`config.mk`:
```
export PLATFORM = sky130hd
export DESIGN_NAME = store_buffer
export DESIGN_NICKNAME = d
export VERILOG_FILES = /design/src/rtl/store_buffer.sv
export SDC_FILE = /design/constraint.sdc
export NUM_CORES = 1
export LEC_CHECK = 0
export BUFFER_PORTS_ARGS = -buffer_cell sky130_fd_sc_hd__buf_2
export CAP_MARGIN = 20
export CORE_MARGIN = 2
export CORE_UTILIZATION = 57
export CTS_BUF_LIST = sky130_fd_sc_hd__clkbuf_16
export DETAILED_ROUTE_END_ITERATION = 16
export PLACE_DENSITY = 0.81
export SLEW_MARGIN = 10
export SYNTH_ARGS = -nofsm -noshare
export SYNTH_HDL_FRONTEND = slang
export SYNTH_SLANG_ARGS = --single-unit
```
`constraint.sdc`:
```
create_clock -name clk -period 5.55 [get_ports clk]
set_input_delay 0.8325 -clock clk [delete_from_list [all_inputs] [get_ports clk]]
set_output_delay 0.8325 -clock clk [all_outputs]
set_load 0.05 [all_outputs]
```
`src/rtl/store_buffer.sv`:
```
// Byte serializer that turns one 8/16/32-bit store into little-endian byte writes on the 8-bit memory bus.
// Define STORE_BUF_ARB_EN to honour the bus arbiter handshake; otherwise the grant is assumed permanently held.
module store_buffer #(
   parameter int ADDR_W = 17,
   parameter int DATA_W = 32
) (
   input  logic              clk,
   input  logic              rst,
   input  logic              store_req_i,
   input  logic [31:0]       store_addr_i,
   input  logic [DATA_W-1:0] store_data_i,
   input  logic [1:0]        store_size_i,
   input  logic              bus_grant_i,
   output logic              bus_req_o,
   output logic [ADDR_W-1:0] write_addr_o,
   output logic [7:0]        write_data_o,
   output logic              mem_wr_o,
   output logic              halt_req_o,
   output logic              busy_o,
   output logic              done_o
);

   typedef enum logic [1:0] {IDLE, REQ, WR, FIN} state_t;

   state_t              state;
   logic [ADDR_W-1:0]   base_addr;
   logic [DATA_W-1:0]   data_q;
   logic [1:0]          last_idx;
   logic [1:0]          byte_idx;
   logic [1:0]          next_idx;
   logic                grant;
   logic                unused_addr;

`ifdef STORE_BUF_ARB_EN
   localparam logic ARB_EN = 1'b1;
   assign grant = bus_grant_i;
`else
   localparam logic ARB_EN = 1'b0;
   logic unused_grant;
   assign grant        = 1'b1;
   assign unused_grant = bus_grant_i;
`endif

   assign unused_addr = ^store_addr_i[31:ADDR_W];
   assign next_idx    = byte_idx + 2'd1;

   // byte_idx names the byte on the bus while mem_wr_o is high, and the
   // byte still waiting for a grant while it is low.
   always_ff @(posedge clk or posedge rst) begin
      if (rst) begin
         state        <= IDLE;
         base_addr    <= '0;
         data_q       <= '0;
         last_idx     <= '0;
         byte_idx     <= '0;
         bus_req_o    <= 1'b0;
         write_addr_o <= '0;
         write_data_o <= '0;
         mem_wr_o     <= 1'b0;
         halt_req_o   <= 1'b0;
         busy_o       <= 1'b0;
         done_o       <= 1'b0;
      end else begin
         case (state)
            IDLE: begin
               done_o <= 1'b0;
               if (store_req_i) begin
                  base_addr  <= store_addr_i[ADDR_W-1:0];
                  data_q     <= store_data_i;
                  last_idx   <= (store_size_i == 2'd0) ? 2'd0 :
                                (store_size_i == 2'd1) ? 2'd1 : 2'd3;
                  byte_idx   <= 2'd0;
                  bus_req_o  <= ARB_EN;
                  halt_req_o <= 1'b1;
                  busy_o     <= 1'b1;
                  state      <= REQ;
               end
            end
            REQ: begin
               if (grant) begin
                  write_addr_o <= base_addr;
                  write_data_o <= data_q[7:0];
                  mem_wr_o     <= 1'b1;
                  state        <= WR;
               end
            end
            WR: begin
               if (mem_wr_o) begin
                  if (byte_idx == last_idx) begin
                     mem_wr_o   <= 1'b0;
                     bus_req_o  <= 1'b0;
                     halt_req_o <= 1'b0;
                     busy_o     <= 1'b0;
                     done_o     <= 1'b1;
                     state      <= FIN;
                  end else begin
                     byte_idx <= next_idx;
                     mem_wr_o <= grant;
                     if (grant) begin
                        write_addr_o <= base_addr + ADDR_W'(next_idx);
                        write_data_o <= data_q[{next_idx, 3'b000} +: 8];
                     end
                  end
               end else if (grant) begin
                  write_addr_o <= base_addr + ADDR_W'(byte_idx);
                  write_data_o <= data_q[{byte_idx, 3'b000} +: 8];
                  mem_wr_o     <= 1'b1;
               end
            end
            FIN: begin
               done_o <= 1'b0;
               state  <= IDLE;
            end
            default: state <= IDLE;
         endcase
      end
   end

endmodule

```
# Word-level counts from Yosys, hierarchy flattened
# Cells that the tools add are included.
# totals
register_bits	84
latch_bits	0
ramBits	0
romBits	0
out_inout_bits	30
n_memories	0
# op_classes
n_addsub	3
mul	0
n_div	0
order_cmp	0
n_eq_ne	10
n_shift	2
muxes	28
n_bitwise	0
n_reduce_logical	12
# op_table
op	n
$shiftx A32 B6 Y8	2
$add A17 B2 Y17	2
$mux W17	2
$pmux W17 S2	1
$mux W2	8
$mux W8	2
$pmux W8 S2	1
$mux W1	8
$ne A2 B2 Y1 const B	4
$pmux W1 S2	4
$pmux W2 S4	1
$reduce_and A4 Y1	2
$reduce_and A3 Y1	2
$reduce_bool A2 Y1	3
$eq A2 B1 Y1 const B	2
$eq A2 B2 Y1 const B	2
$logic_not A2 Y1	2
$pmux W2 S2	1
$reduce_and A2 Y1	2
$ne A3 B3 Y1 const B	1
$add A2 B1 Y2 const B	1
$eq A2 B2 Y1	1
$reduce_or A2 Y1	1

# Depth between registers and ports, before layout
# depth
depth_word	5
mapped_depth	9
depth_no_buf	8

# Worst setup path after synthesis
# No wires, ideal clock.
# synth_timing
path_type	flip-flop to flip-flop
start	reg mem_wr_o
end	reg write_addr_o[13]
t_arrival_ns	2.803
setup_slack_ns	2.665
stages_incl_launch_ff	10
n_path_buf	2
period_less_slack_ns	2.885
cell_sequence	dfrtp_1 -> buf_6 -> clkbuf_1 -> a21boi_0 -> or2_2 -> ha_1 -> a21oi_1 -> or3_4 -> or3_1 -> a31oi_1
# synth_via
elab_chain_len	2
elab_cells_between_ends	4
cone_classes	eq/ne (1); mux (2); reduce/logical (1)
# synth_lines
item	line_no	rtl
from (decl)	17	output logic mem_wr_o,
from (signal assigned)	98	mem_wr_o <= grant;
$mux W17 / $ne A3 B3 Y1 (equally long branches)	n/a	
$pmux W17 S2 / $reduce_and A2 Y1 (equally long branches)	n/a	
to (signal assigned)	81	write_addr_o <= base_addr;
to (signal assigned)	100	write_addr_o <= base_addr + ADDR_W'(next_idx);
to (signal assigned)	105	write_addr_o <= base_addr + ADDR_W'(byte_idx);
to (decl)	15	output logic [ADDR_W-1:0] write_addr_o,
# Parallel ways exist; a longest one is shown, timed or not.
# A chain may end at the register's enable or synchronous reset.

# Worst setup path after layout
# layout_timing
start	reg mem_wr_o
end	reg write_addr_o[15]
# The elaborated chain is that of the path after synthesis.

==> reports/metrics.json <==
{
  "status": {"value": "finished, final reports clean"},
  "start_util": {"value": 0.594},
  "cts-htree-levels": {"value": 3},
  "detailedRoute.firstIterationViolations": {"value": 146},
  "worst_slew_margin_rel": {"value": 0.337},
  "synth-seq-cells": {"value": 83},
  "timing.final.setup_violations": {"value": 0},
  "worstSetupPathType": {"value": "register to register"},
  "source_of_the_critical_timing_path": {"value": "mem_wr_o"},
  "fin_area": {"value": 4880, "unit": "µm²"},
  "finish.cell_count_without_fillers": {"value": 529},
  "synthTopCellsByCount": {"value": "sky130_fd_sc_hd__dfrtp_1 (83), sky130_fd_sc_hd__mux2_2 (51), sky130_fd_sc_hd__o21ai_0 (23)"},
  "dr_wl_cell": {"value": 16.3, "unit": "µm"},
  "grt_start_max_net_pins": {"value": 84},
  "finish.utilization": {"value": 0.711},
  "totalNegativeSetupSlack": {"value": 0, "unit": "ns"},
  "reg2regPathDepth": {"value": 7},
  "timing.clock.skew": {"value": 0.00612, "unit": "ns"},
  "vertical_die_dimension": {"value": 88.6, "unit": "µm"},
  "irDropWorstVdd": {"value": 0.393, "unit": "mV"},
  "compound_gate_fraction_of_synth_area": {"value": 0.113},
  "synthesis.yosys.warnings": {"value": 0},
  "dieArea": {"value": 7850, "unit": "µm²"},
  "rsz0062_at_grt": {"value": "false"},
  "worst_setup_path_endpoint": {"value": "write_addr_o[15]"},
  "synth_mux_area_frac": {"value": 0.168},
  "maxSlewViolCount": {"value": 0},
  "nNetsFinal": {"value": 504},
  "cts-buffers-inserted": {"value": 9},
  "die-width": {"value": 88.6, "unit": "µm"},
  "synth_simple_gate_area_frac": {"value": 0.118},
  "hpwl": {"value": 5.89, "unit": "mm"},
  "report.final.hold_viol_count": {"value": 0},
  "post_syn_area_per_cell": {"value": 11.6, "unit": "µm²"},
  "first_global_vias": {"value": 2910},
  "power_leakage": {"value": 2.17, "unit": "nW"},
  "gr-usage-met1": {"value": 0.324},
  "grt_use_met3": {"value": 0.0569},
  "min_period": {"value": 3.01, "unit": "ns"},
  "synth_top_cell_area_share": {"value": 0.509},
  "finalWorstSetupSlack": {"value": 2.54, "unit": "ns"},
  "cts-hold-fix-buffers": {"value": 0},
  "cp.arrival": {"value": 3.26, "unit": "ns"},
  "worst_setup_slack_post_dpl": {"value": 2.60, "unit": "ns"},
  "grt_antenna_before_repair": {"value": 0},
  "worst_skew_pair.late_latency": {"value": 0.33, "unit": "ns"},
  "area.growth.synth_to_final": {"value": 19.6, "unit": "%"},
  "netlist_top_cells_area": {"value": "sky130_fd_sc_hd__dfrtp_1 (51%), sky130_fd_sc_hd__mux2_2 (14%), sky130_fd_sc_hd__o21ai_0 (2.8%), sky130_fd_sc_hd__mux2i_1 (2.7%), sky130_fd_sc_hd__xnor2_1 (2.6%)"},
  "synth_flop_cell": {"value": "sky130_fd_sc_hd__dfrtp_1"},
  "crit_path_max_fanout": {"value": 26},
  "clock-root-buffer": {"value": "sky130_fd_sc_hd__clkbuf_16"},
  "routabilityCongestion": {"value": 0.841},
  "core-area": {"value": 6870, "unit": "µm²"},
  "cts_buffer_depth": {"value": 2},
  "crit_slowest_cell": {"value": "sky130_fd_sc_hd__dfrtp_1"},
  "synth_enable_flop_cells": {"value": 0},
  "worst_pin_slew": {"value": 0.987, "unit": "ns"},
  "grt_first_pass_wirelength": {"value": 14.0, "unit": "mm"},
  "total_nets_after_synthesis": {"value": 429},
  "via_count": {"value": 2957},
  "synth_most_common_cell": {"value": "sky130_fd_sc_hd__dfrtp_1"},
  "max_freq": {"value": 332, "unit": "MHz"},
  "asyncSetResetFlopFracSynth": {"value": 1.00},
  "startpoint_type": {"value": "register"},
  "power_per_cell_area": {"value": 722, "unit": "nW/µm²"},
  "layout-drive-gt1-share": {"value": 0.379},
  "cts_tree": {"value": "built"},
  "timing.critical_path.to_type": {"value": "register"},
  "diodes": {"value": 0},
  "finalWirelength": {"value": 8.61, "unit": "mm"},
  "synth_fa_ha_area_frac": {"value": 0.0202},
  "globalRouteOverflowTotal": {"value": 0},
  "synthCells": {"value": 353},
  "worst_ep_required_time": {"value": 5.80, "unit": "ns"},
  "use_met2": {"value": 0.366},
  "placement.cell_area": {"value": 4550, "unit": "µm²"},
  "min_period_over_period": {"value": 0.543},
  "numPlacedInstances": {"value": 512},
  "r2r_setup_slack": {"value": 2.54, "unit": "ns"},
  "worst_setup_hold_path_clk_slew": {"value": 0.06, "unit": "ns"},
  "fin_worst_hold_slack": {"value": 0.502, "unit": "ns"},
  "min_path_type": {"value": "register to register"},
  "totalPowerFinal": {"value": 3.53, "unit": "mW"},
  "synth_xor_area_frac": {"value": 0.0340},
  "regToRegEndpoint": {"value": "write_addr_o[15]"},
  "grt.total_usage": {"value": 0.236},
  "critical_path.cell_chain": {"value": "a21boi_0, or2_2, ha_1, a21oi_1, or3_4, or3_1, a31oi_1"},
  "buffer_ports.inserted": {"value": 82},
  "synth_seq_area_share": {"value": 0.509},
  "first_pass_iters": {"value": 4},
  "netlist-cell-type-count": {"value": 48},
  "cp_slowest_stage_delay": {"value": 0.88, "unit": "ns"},
  "via_per_inst": {"value": 5.59},
  "busiest_grt_layer": {"value": "met2"},
  "netlist_area": {"value": 4080, "unit": "µm²"},
  "cts_setup_buffers": {"value": 0},
  "cts.repair.resized": {"value": 0},
  "regToRegStartpoint": {"value": "mem_wr_o"},
  "io_pins": {"value": 100},
  "combinational_family_with_the_most_area_after_synthesis": {"value": "multiplexers"},
  "postRouteAntennaNets": {"value": 0},
  "drc": {"value": 0},
  "yosysTopAreaCell": {"value": "sky130_fd_sc_hd__dfrtp_1"},
  "floorplan.rows": {"value": 30},
  "cts_sinks": {"value": 83},
  "cap_viol_max_count": {"value": 0}
}
power by group:
| part | internal, mW | switching [mW] |
|---|---|---|
| Sequential | 0.924 | 0.281 |
| Clock | 0.388 | 0.231 |
| Combinational | 0.683 | 1.02 |
layout make-up:
| class | instances | area (µm²) |
|---|---|---|
| clock buffers | 9 | 225 |
| fillers | 510 | 1990 |
| inverters | 9 | 35.0 |
| well taps | 96 | 120 |
| flip-flops and latches | 83 | 2080 |
| repair buffers | 87 | 473 |
| multi-input cells | 238 | 1870 |
| clock inverters | 7 | 83.8 |
worst max-delay path: cells and delay by family, from the launching register on:
kind / cells / cell delay (ns)
AND/OR/NAND/NOR: 3 / 1.21
flip-flops: 1 / 0.88
AO/OA/AOI/OAI: 3 / 0.56
adder cells (fa/ha/maj): 1 / 0.28
cell usage in the layout (no fill, tap or decap), types with 2 or more instances in the layout:
cell type | synthesis | layout
sky130_fd_sc_hd__nand4_1 | 2 | 2
sky130_fd_sc_hd__dfrtp_1 | 83 | 83
sky130_fd_sc_hd__nor2_1 | 22 | 22
sky130_fd_sc_hd__o21ai_0 | 23 | 23
sky130_fd_sc_hd__nor3_1 | 3 | 3
sky130_fd_sc_hd__inv_1 | 9 | 9
sky130_fd_sc_hd__or3_1 | 4 | 4
sky130_fd_sc_hd__nor4_1 | 4 | 4
sky130_fd_sc_hd__o22a_1 | 10 | 10
sky130_fd_sc_hd__a22oi_1 | 8 | 8
sky130_fd_sc_hd__and4bb_2 | 2 | 2
sky130_fd_sc_hd__mux2i_1 | 11 | 11
sky130_fd_sc_hd__xor2_1 | 2 | 2
sky130_fd_sc_hd__buf_4 | 2 | 3
sky130_fd_sc_hd__bufinv_16 | 0 | 2
sky130_fd_sc_hd__nor2b_1 | 2 | 2
sky130_fd_sc_hd__clkinv_1 | 0 | 2
sky130_fd_sc_hd__nor4bb_1 | 7 | 7
sky130_fd_sc_hd__ha_1 | 5 | 5
sky130_fd_sc_hd__nand2_1 | 18 | 17
sky130_fd_sc_hd__a21oi_1 | 16 | 16
sky130_fd_sc_hd__xnor2_1 | 12 | 12
sky130_fd_sc_hd__clkbuf_16 | 0 | 9
sky130_fd_sc_hd__a31oi_1 | 5 | 5
sky130_fd_sc_hd__a21boi_0 | 2 | 2
sky130_fd_sc_hd__buf_12 | 0 | 2
sky130_fd_sc_hd__nand3_2 | 2 | 2
sky130_fd_sc_hd__buf_2 | 6 | 82
sky130_fd_sc_hd__mux2_2 | 51 | 51
sky130_fd_sc_hd__clkinv_2 | 0 | 2
sky130_fd_sc_hd__and3_1 | 8 | 8
flip-flops by register name (all words and copies together), names as in the netlist:
name          count
last_idx          2
write_addr_o     17
mem_wr_o          1
data_q           32
base_addr        17
busy_o            1
byte_idx          2
done_o            1
state             2
write_data_o      8
metal layers:
| metal | vias up | wire [µm] |
|---|---|---|
| li1 | 1428 | - |
| met1 | 1440 | 3790 |
| met2 | 76 | 4170 |
| met3 | 13 | 480 |
| met4 | 0 | 172 |
| met5 | - | 0 |
worst min path at each step:
stage	from	endpoint	slack, ns	depth (start not counted)
5_1_grt	data_q[23]	data_q[23]	0.53	1
2_1_floorplan	data_q[24]	data_q[24]	0.48	1
6_report	write_data_o[6]	write_data_o[6]	0.50	1
3_5_place_dp	write_data_o[6]	write_data_o[6]	0.49	1
4_1_cts	write_data_o[6]	write_data_o[6]	0.51	1
3_3_place_gp	data_q[21]	data_q[21]	0.49	1
cells by family after synthesis:
kind of cell,Yosys count
DFF,83
other,1
buffers and inverters,32
xor gates and xnor gates,15
AOI/OAI and AO/OA,72
muxes,62
adders and majority gates,6
and+or+nand+nor,82
No activity file was read; power rests on OpenSTA's default activity.
